File: src/rtl/bank_isu_dispatch.sv
// bank_isu_dispatch: pops the issue-queue head and drives bank data-array beats, critical beat first.
// Each request then produces one completion response to the requesting channel.
//   clk_i, rst_i                 clock; asynchronous active-high reset
//   head_*_i, head_ready_o       issue-queue head entry and pop strobe
//   arr_*_o, arr_ready_i         per-beat data-array access handshake
//   resp_*_o, resp_ready_i       completion response handshake
module bank_isu_dispatch #(
    parameter int BEAT_W = 2
) (
    input  logic       clk_i,
    input  logic       rst_i,
    input  logic       head_valid_i,
    output logic       head_ready_o,
    input  logic [2:0] head_rob_id_i,
    input  logic [1:0] head_ch_id_i,
    input  logic [1:0] head_opcode_i,
    input  logic [6:0] head_set_way_offset_i,
    input  logic [7:0] head_wbuffer_id_i,
    input  logic [3:0] head_cacheline_state_i,
    output logic       arr_valid_o,
    input  logic       arr_ready_i,
    output logic       arr_we_o,
    output logic [6:0] arr_addr_o,
    output logic [7:0] arr_wbuffer_id_o,
    output logic       resp_valid_o,
    input  logic       resp_ready_i,
    output logic [2:0] resp_rob_id_o,
    output logic [1:0] resp_ch_id_o,
    output logic [1:0] resp_opcode_o,
    output logic       resp_miss_o,
    output logic       resp_dirty_o
);
    typedef enum logic [1:0] {IDLE, ACCESS, RESP} state_t;
    localparam logic [1:0] OP_WRITE = 2'd1;
    localparam logic [1:0] OP_FLUSH = 2'd2;
    localparam logic [1:0] OP_STATE = 2'd3;
    state_t            state_q, state_d;
    logic [2:0]        rob_q, rob_d;
    logic [1:0]        ch_q, ch_d;
    logic [1:0]        op_q, op_d;
    logic [6:0]        swo_q, swo_d;
    logic [7:0]        wb_q, wb_d;
    logic [1:0]        st_q, st_d;
    logic [BEAT_W-1:0] beat_q, beat_d;
    logic [BEAT_W-1:0] beat_addr;
    logic              unused_state;
    assign unused_state = ^head_cacheline_state_i[3:2];
    always_ff @(posedge clk_i or posedge rst_i) begin
        if (rst_i) begin
            state_q <= IDLE;
            rob_q   <= '0;
            ch_q    <= '0;
            op_q    <= '0;
            swo_q   <= '0;
            wb_q    <= '0;
            st_q    <= '0;
            beat_q  <= '0;
        end else begin
            state_q <= state_d;
            rob_q   <= rob_d;
            ch_q    <= ch_d;
            op_q    <= op_d;
            swo_q   <= swo_d;
            wb_q    <= wb_d;
            st_q    <= st_d;
            beat_q  <= beat_d;
        end
    end
    always_comb begin
        state_d = state_q;
        rob_d   = rob_q;
        ch_d    = ch_q;
        op_d    = op_q;
        swo_d   = swo_q;
        wb_d    = wb_q;
        st_d    = st_q;
        beat_d  = beat_q;
        case (state_q)
            IDLE: if (head_valid_i) begin
                rob_d   = head_rob_id_i;
                ch_d    = head_ch_id_i;
                op_d    = head_opcode_i;
                swo_d   = head_set_way_offset_i;
                wb_d    = head_wbuffer_id_i;
                st_d    = head_cacheline_state_i[1:0];
                beat_d  = '0;
                // READ and FLUSH (opcode bit0 clear) to an invalid line skip the array
                state_d = (head_opcode_i == OP_STATE ||
                           (!head_opcode_i[0] && !head_cacheline_state_i[0])) ? RESP : ACCESS;
            end
            ACCESS: if (arr_ready_i) begin
                beat_d  = beat_q + 1'b1;
                state_d = &beat_q ? RESP : ACCESS;
            end
            RESP: state_d = resp_ready_i ? IDLE : RESP;
            default: state_d = IDLE;
        endcase
    end
    // offset plus beat count wraps within the line: critical beat first
    assign beat_addr        = swo_q[BEAT_W-1:0] + beat_q;
    assign arr_addr_o       = {swo_q[6:BEAT_W], beat_addr};
    assign arr_valid_o      = state_q == ACCESS;
    assign arr_we_o         = arr_valid_o && op_q == OP_WRITE;
    assign arr_wbuffer_id_o = wb_q;
    assign head_ready_o     = state_q == IDLE && !rst_i;
    assign resp_valid_o     = state_q == RESP;
    assign resp_rob_id_o    = rob_q;
    assign resp_ch_id_o     = ch_q;
    assign resp_opcode_o    = op_q;
    assign resp_miss_o      = resp_valid_o && !op_q[0] && !st_q[0];
    assign resp_dirty_o     = resp_valid_o && op_q == OP_FLUSH && st_q == 2'b11;
endmodule

File: config.mk
export PLATFORM = sky130hd
export DESIGN_NAME = bank_isu_dispatch
export DESIGN_NICKNAME = d
export VERILOG_FILES = /design/src/rtl/bank_isu_dispatch.sv
export SDC_FILE = /design/constraint.sdc
export NUM_CORES = 1
export LEC_CHECK = 0
export BUFFER_PORTS_ARGS = -buffer_cell sky130_fd_sc_hd__buf_2
export CAP_MARGIN = 40
export CORE_MARGIN = 2
export CORE_UTILIZATION = 35
export DETAILED_ROUTE_END_ITERATION = 7
export PLACE_DENSITY = 0.64
export SLEW_MARGIN = 20
export SYNTH_ARGS = -nofsm -noshare
export SYNTH_HDL_FRONTEND = slang
export SYNTH_SLANG_ARGS = --single-unit
File: constraint.sdc
create_clock -name clk_i -period 2.22 [get_ports clk_i]
set_input_delay 0.333 -clock clk_i [delete_from_list [all_inputs] [get_ports clk_i]]
set_output_delay 0.333 -clock clk_i [all_outputs]
set_load 0.02 [all_outputs]
======== Yosys cells after proc, flatten, opt, wreduce, memory -nomap -nowiden ========
Cells that the tools add are included.
storage, ports and cells
  input port bits ......................... 31
  bits in registers ....................... 28
  output and inout bits ................... 28
cells by class
  add/sub/neg operators ................... 2
  muxes and demuxes ....................... 9
  reduce and logical (&&, ||, !) cells .... 19
  equality and inequality tests ........... 8
operator list
  cell                                                                   number
  2-bit 2-to-1 mux                                                       7
  2-bit equality test, second input constant                             4
  1-bit logical AND                                                      7
  2-bit case mux with 3 select lines                                     1
  2-bit AND reduction                                                    3
  1-bit zero test                                                        5
  2-bit by 1-bit equality test with 1-bit output, second input constant  2
  2-bit case mux with 2 select lines                                     1
  3-bit AND reduction                                                    1
  2-bit by 1-bit adder with 2-bit output, second input constant          1
  2-bit adder                                                            1
  2-bit zero test                                                        1
  2-bit by 1-bit != test with 1-bit output, second input constant        1
  2-bit != test, second input constant                                   1
  2-bit nonzero test                                                     1
  1-bit logical OR                                                       1

======== Depth between registers and ports, before layout ========
  depth after elaboration ................. 6
  mapped depth ............................ 4
  mapped depth without buffers ............ 3

======== Worst setup path after synthesis ========
Ideal clock, no wire load.
  kind .................................... flip-flop to output port
  start ................................... reg state_q[0]
  end ..................................... out arr_we_o
  arrival ................................. 1218 ps
  cell stages (with the launch flop) ...... 4
  buffers on the path ..................... 1
  data required time ...................... 1887 ps
  setup slack ............................. 669 ps
  path through ............................ dfrtp_1 > nor2b_1 > clkbuf_1 > and3b_1
on the way
  cells in the longest elaborated chain, start to end .. 2
ends and longest elaborated chain
  element                                         RTL line  text
  start, declared                                 37        state_t state_q, state_d;
  start signal, assigned                          59        state_q <= state_d;
  2-bit by 1-bit equality test with 1-bit output  102       assign arr_valid_o = state_q == ACCESS;
  via arr_valid_o                                 20        output logic arr_valid_o,
  1-bit logical AND                               103       assign arr_we_o = arr_valid_o && op_q == OP_WRITE;
  end, declared                                   22        output logic arr_we_o,
The timed path passes the listed nets, and every way through them passes these cells.

======== Worst setup path after layout ========
  start ................................... reg beat_q[0]
  end ..................................... out arr_addr_o[1]
on the way
  cells in the longest elaborated chain, start to end .. 1
ends and longest elaborated chain
  element                 RTL line  text
  start, declared         44        logic [BEAT_W-1:0] beat_q, beat_d;
  start signal, assigned  66        beat_q <= beat_d;
  2-bit adder             100       assign beat_addr = swo_q[BEAT_W-1:0] + beat_q;
  end, declared           23        output logic [6:0] arr_addr_o,
No other way between the ends.

==> metrics.txt <==
status complete, no violations; crit path max-delay cell type dfrtp_1; CP Buf/Inv Count 1; reg-to-reg startpoint state_q[1]; cts hold-fix bufs 0; Nets 175; Design Power 2.30 mW; antenna violations before repair 0; Worst Path Max Fanout 4; register area share after synthesis 57.1%; Final ANT Viol Nets 0; Worst EP required 1.89 ns; cts bufs inserted 3; Top delay family on crit path flip-flops; pins over their slew limit 0; Post-Synthesis Cells 86; clock sink count 28; Max rail drop VDD 654 uV; Worst Reg2Reg Path Length in Cells 3; Post-CTS Setup Bufs 0; all-layer global routing usage 12.2%; DRC Markers 0; Placed Cells incl. Taps 183; Layout Area Growth over Synthesis 27.1%; Synth top area share 57.1%; Critical Path Start Type flop; power per standard cell area 1470 mW/mm2; critical path type reg -> out; # diodes 0; CTS H-tree lvls 1; yosys warns 0; Die H 63.2 um; vias in the first global route 874; CTS resizes 0; ys async rst share 100%; Max-slew headroom 76.5%; DR vias/cell 4.57; Iter 0 DRT Violations 18; layout cells sized above 1 63.1%; io pins 59; ys flop type dfrtp_1; pin count of the biggest net entering global routing 29; HP Class in -> async; Avg Inst Size Synth 14.3 um2; first-pass GRT wire length 3.86 mm; top cells by area, synth dfrtp_1 (57%), mux2_2 (22%), buf_4 (3.1%); dpl hpwl 1.82 mm; final setup fails 0; Synth Net Count 119; skew final 0.00221 ns; Setup TNS Final 0 ns; Hold Slack 0.0636 ns; final count of hold timing violations 0; CP most frequent cell xnor2_1; min Tclk post-route 1.76 ns; Clock Path Buffers 2; die area 0.00400 mm2; CTS tree built; crit path capture type primary output; CORE AREA 0.00336 mm2; slowest stage delay, CP 0.44 ns; gr ovfl total 0; crit path DAT 1.43 ns; leak pwr 0.785 nW; Clock transition at path regs 0.15 ns; Distinct cells, synth 22; final wirelength 2.34 mm; IO Port Bufs 56; final instance count without filler cells 187; area of the mapped netlist 0.00123 mm2; maximum clock rate 0.567 GHz; Initial Utilization 36.5%; gpl congestion 0.675; Worst-Margin Slew 0.352 ns; clk_lat worst skew 0.31 ns; width of the die 63.2 um; R2R setup slack 0.71 ns; DRT Pass-1 Iters 2; root buffer cell clkbuf_4; max-cap violation count 0; post-DR wirelength/cell 12.5 um; Vias 855; Yosys reg bits 28; EDFF count, synth 0; RSZ-0062 raised after global routing no; reg-to-reg critical path endpoint swo_q[3]; Final Cycle Share 79.4%; ordered list of cells on the worst path ha_1 > xnor2_1 > xnor2_1 > buf_2; std cell rows 21; cell taking the most area after synthesis dfrtp_1
[power breakdown]
part	switching (mW)	internal (mW)	total, mW
combinational	0.620	0.516	1.14
sequential	0.159	0.760	0.918
clock	0.142	0.100	0.242
[Yosys cell counts, types with 2 or more instances]
cell / number
and3b_1: 2
buf_4: 5
buf_6: 2
dfrtp_1: 28
ha_1: 2
inv_1: 3
mux2_2: 24
nand2_1: 2
nand3_1: 2
nor3_1: 3
xnor2_1: 2
[cell usage in the layout (no fill, tap or decap)]
cell	instances
and3b_1	2
inv_1	3
clkbuf_8	1
nor3b_4	1
nor2b_1	1
nor3_1	3
buf_4	3
mux2i_1	1
a21oi_2	1
a32o_1	1
a22o_1	1
o221ai_1	1
nand2b_1	1
mux2_2	24
a21o_1	1
dfrtp_1	28
clkbuf_4	3
nor2_1	1
buf_2	56
ha_1	2
nand3_1	2
nand2_1	2
xnor2_1	2
[layer usage]
metal | track usage (%) | up-vias | part of all wire (%)
met5 | 0 | - | 0
met4 | 3.26 | 0 | 0.55
met3 | 3.39 | 2 | 5.8
met2 | 23.5 | 22 | 55
met1 | 12.8 | 424 | 38
li1 | - | 407 | -
[cells by family after synthesis]
family / count (synthesis) / synth area share (%)
AO/OA/AOI/OAI: 5 / 3.57
adder cells (fa/ha/maj): 2 / 2.04
multiplexers: 25 / 22.8
buffers and inverters: 11 / 6.12
flip-flops: 28 / 57.1
AND/OR/NAND/NOR: 13 / 6.93
XOR/XNOR: 2 / 1.43
[stage by stage]
step / setup WS [ns] / util (%) / area [um2]
final: 0.457 / 46.4 / 1560
after global routing: 0.331 / 46.4 / 1560
after detailed placement: 0.729 / 45.3 / 1520
after global placement: 0.768 / 45.3 / 1520
after CTS: 0.428 / 46.4 / 1560
after floorplan: 0.669 / - / 1230
[tightest hold or removal path, cell delays in order]
cell	delay (ns)
buf_2	0.11
inv_1	0.04
buf_4	0.32
[flip-flops by register name, summed over array words and instances, names as in the netlist]
register and count:
resp_opcode_o 2, resp_ch_id_o 2, resp_rob_id_o 3, arr_wbuffer_id_o 8, beat_q 2, state_q 2, swo_q 7, st_q 2
[worst max path at each step]
stage,startpoint,to,depth (start not counted)
finish,beat_q[0],arr_addr_o[1],4
global route,beat_q[0],arr_addr_o[1],4
CTS,beat_q[0],arr_addr_o[1],4
detailed placement,state_q[1],swo_q[3],3
global placement,state_q[1],arr_wbuffer_id_o[4],3
floorplan,state_q[0],arr_we_o,3
[layout make-up]
cell class | count | area [um2]
flip-flops and latches | 28 | 701
inverters | 3 | 11.3
clock buffers | 4 | 36.3
well taps | 46 | 57.6
repair buffers | 59 | 303
multi-input cells | 47 | 452
fillers | 346 | 1800
No activity file was read; power rests on OpenSTA's default activity.
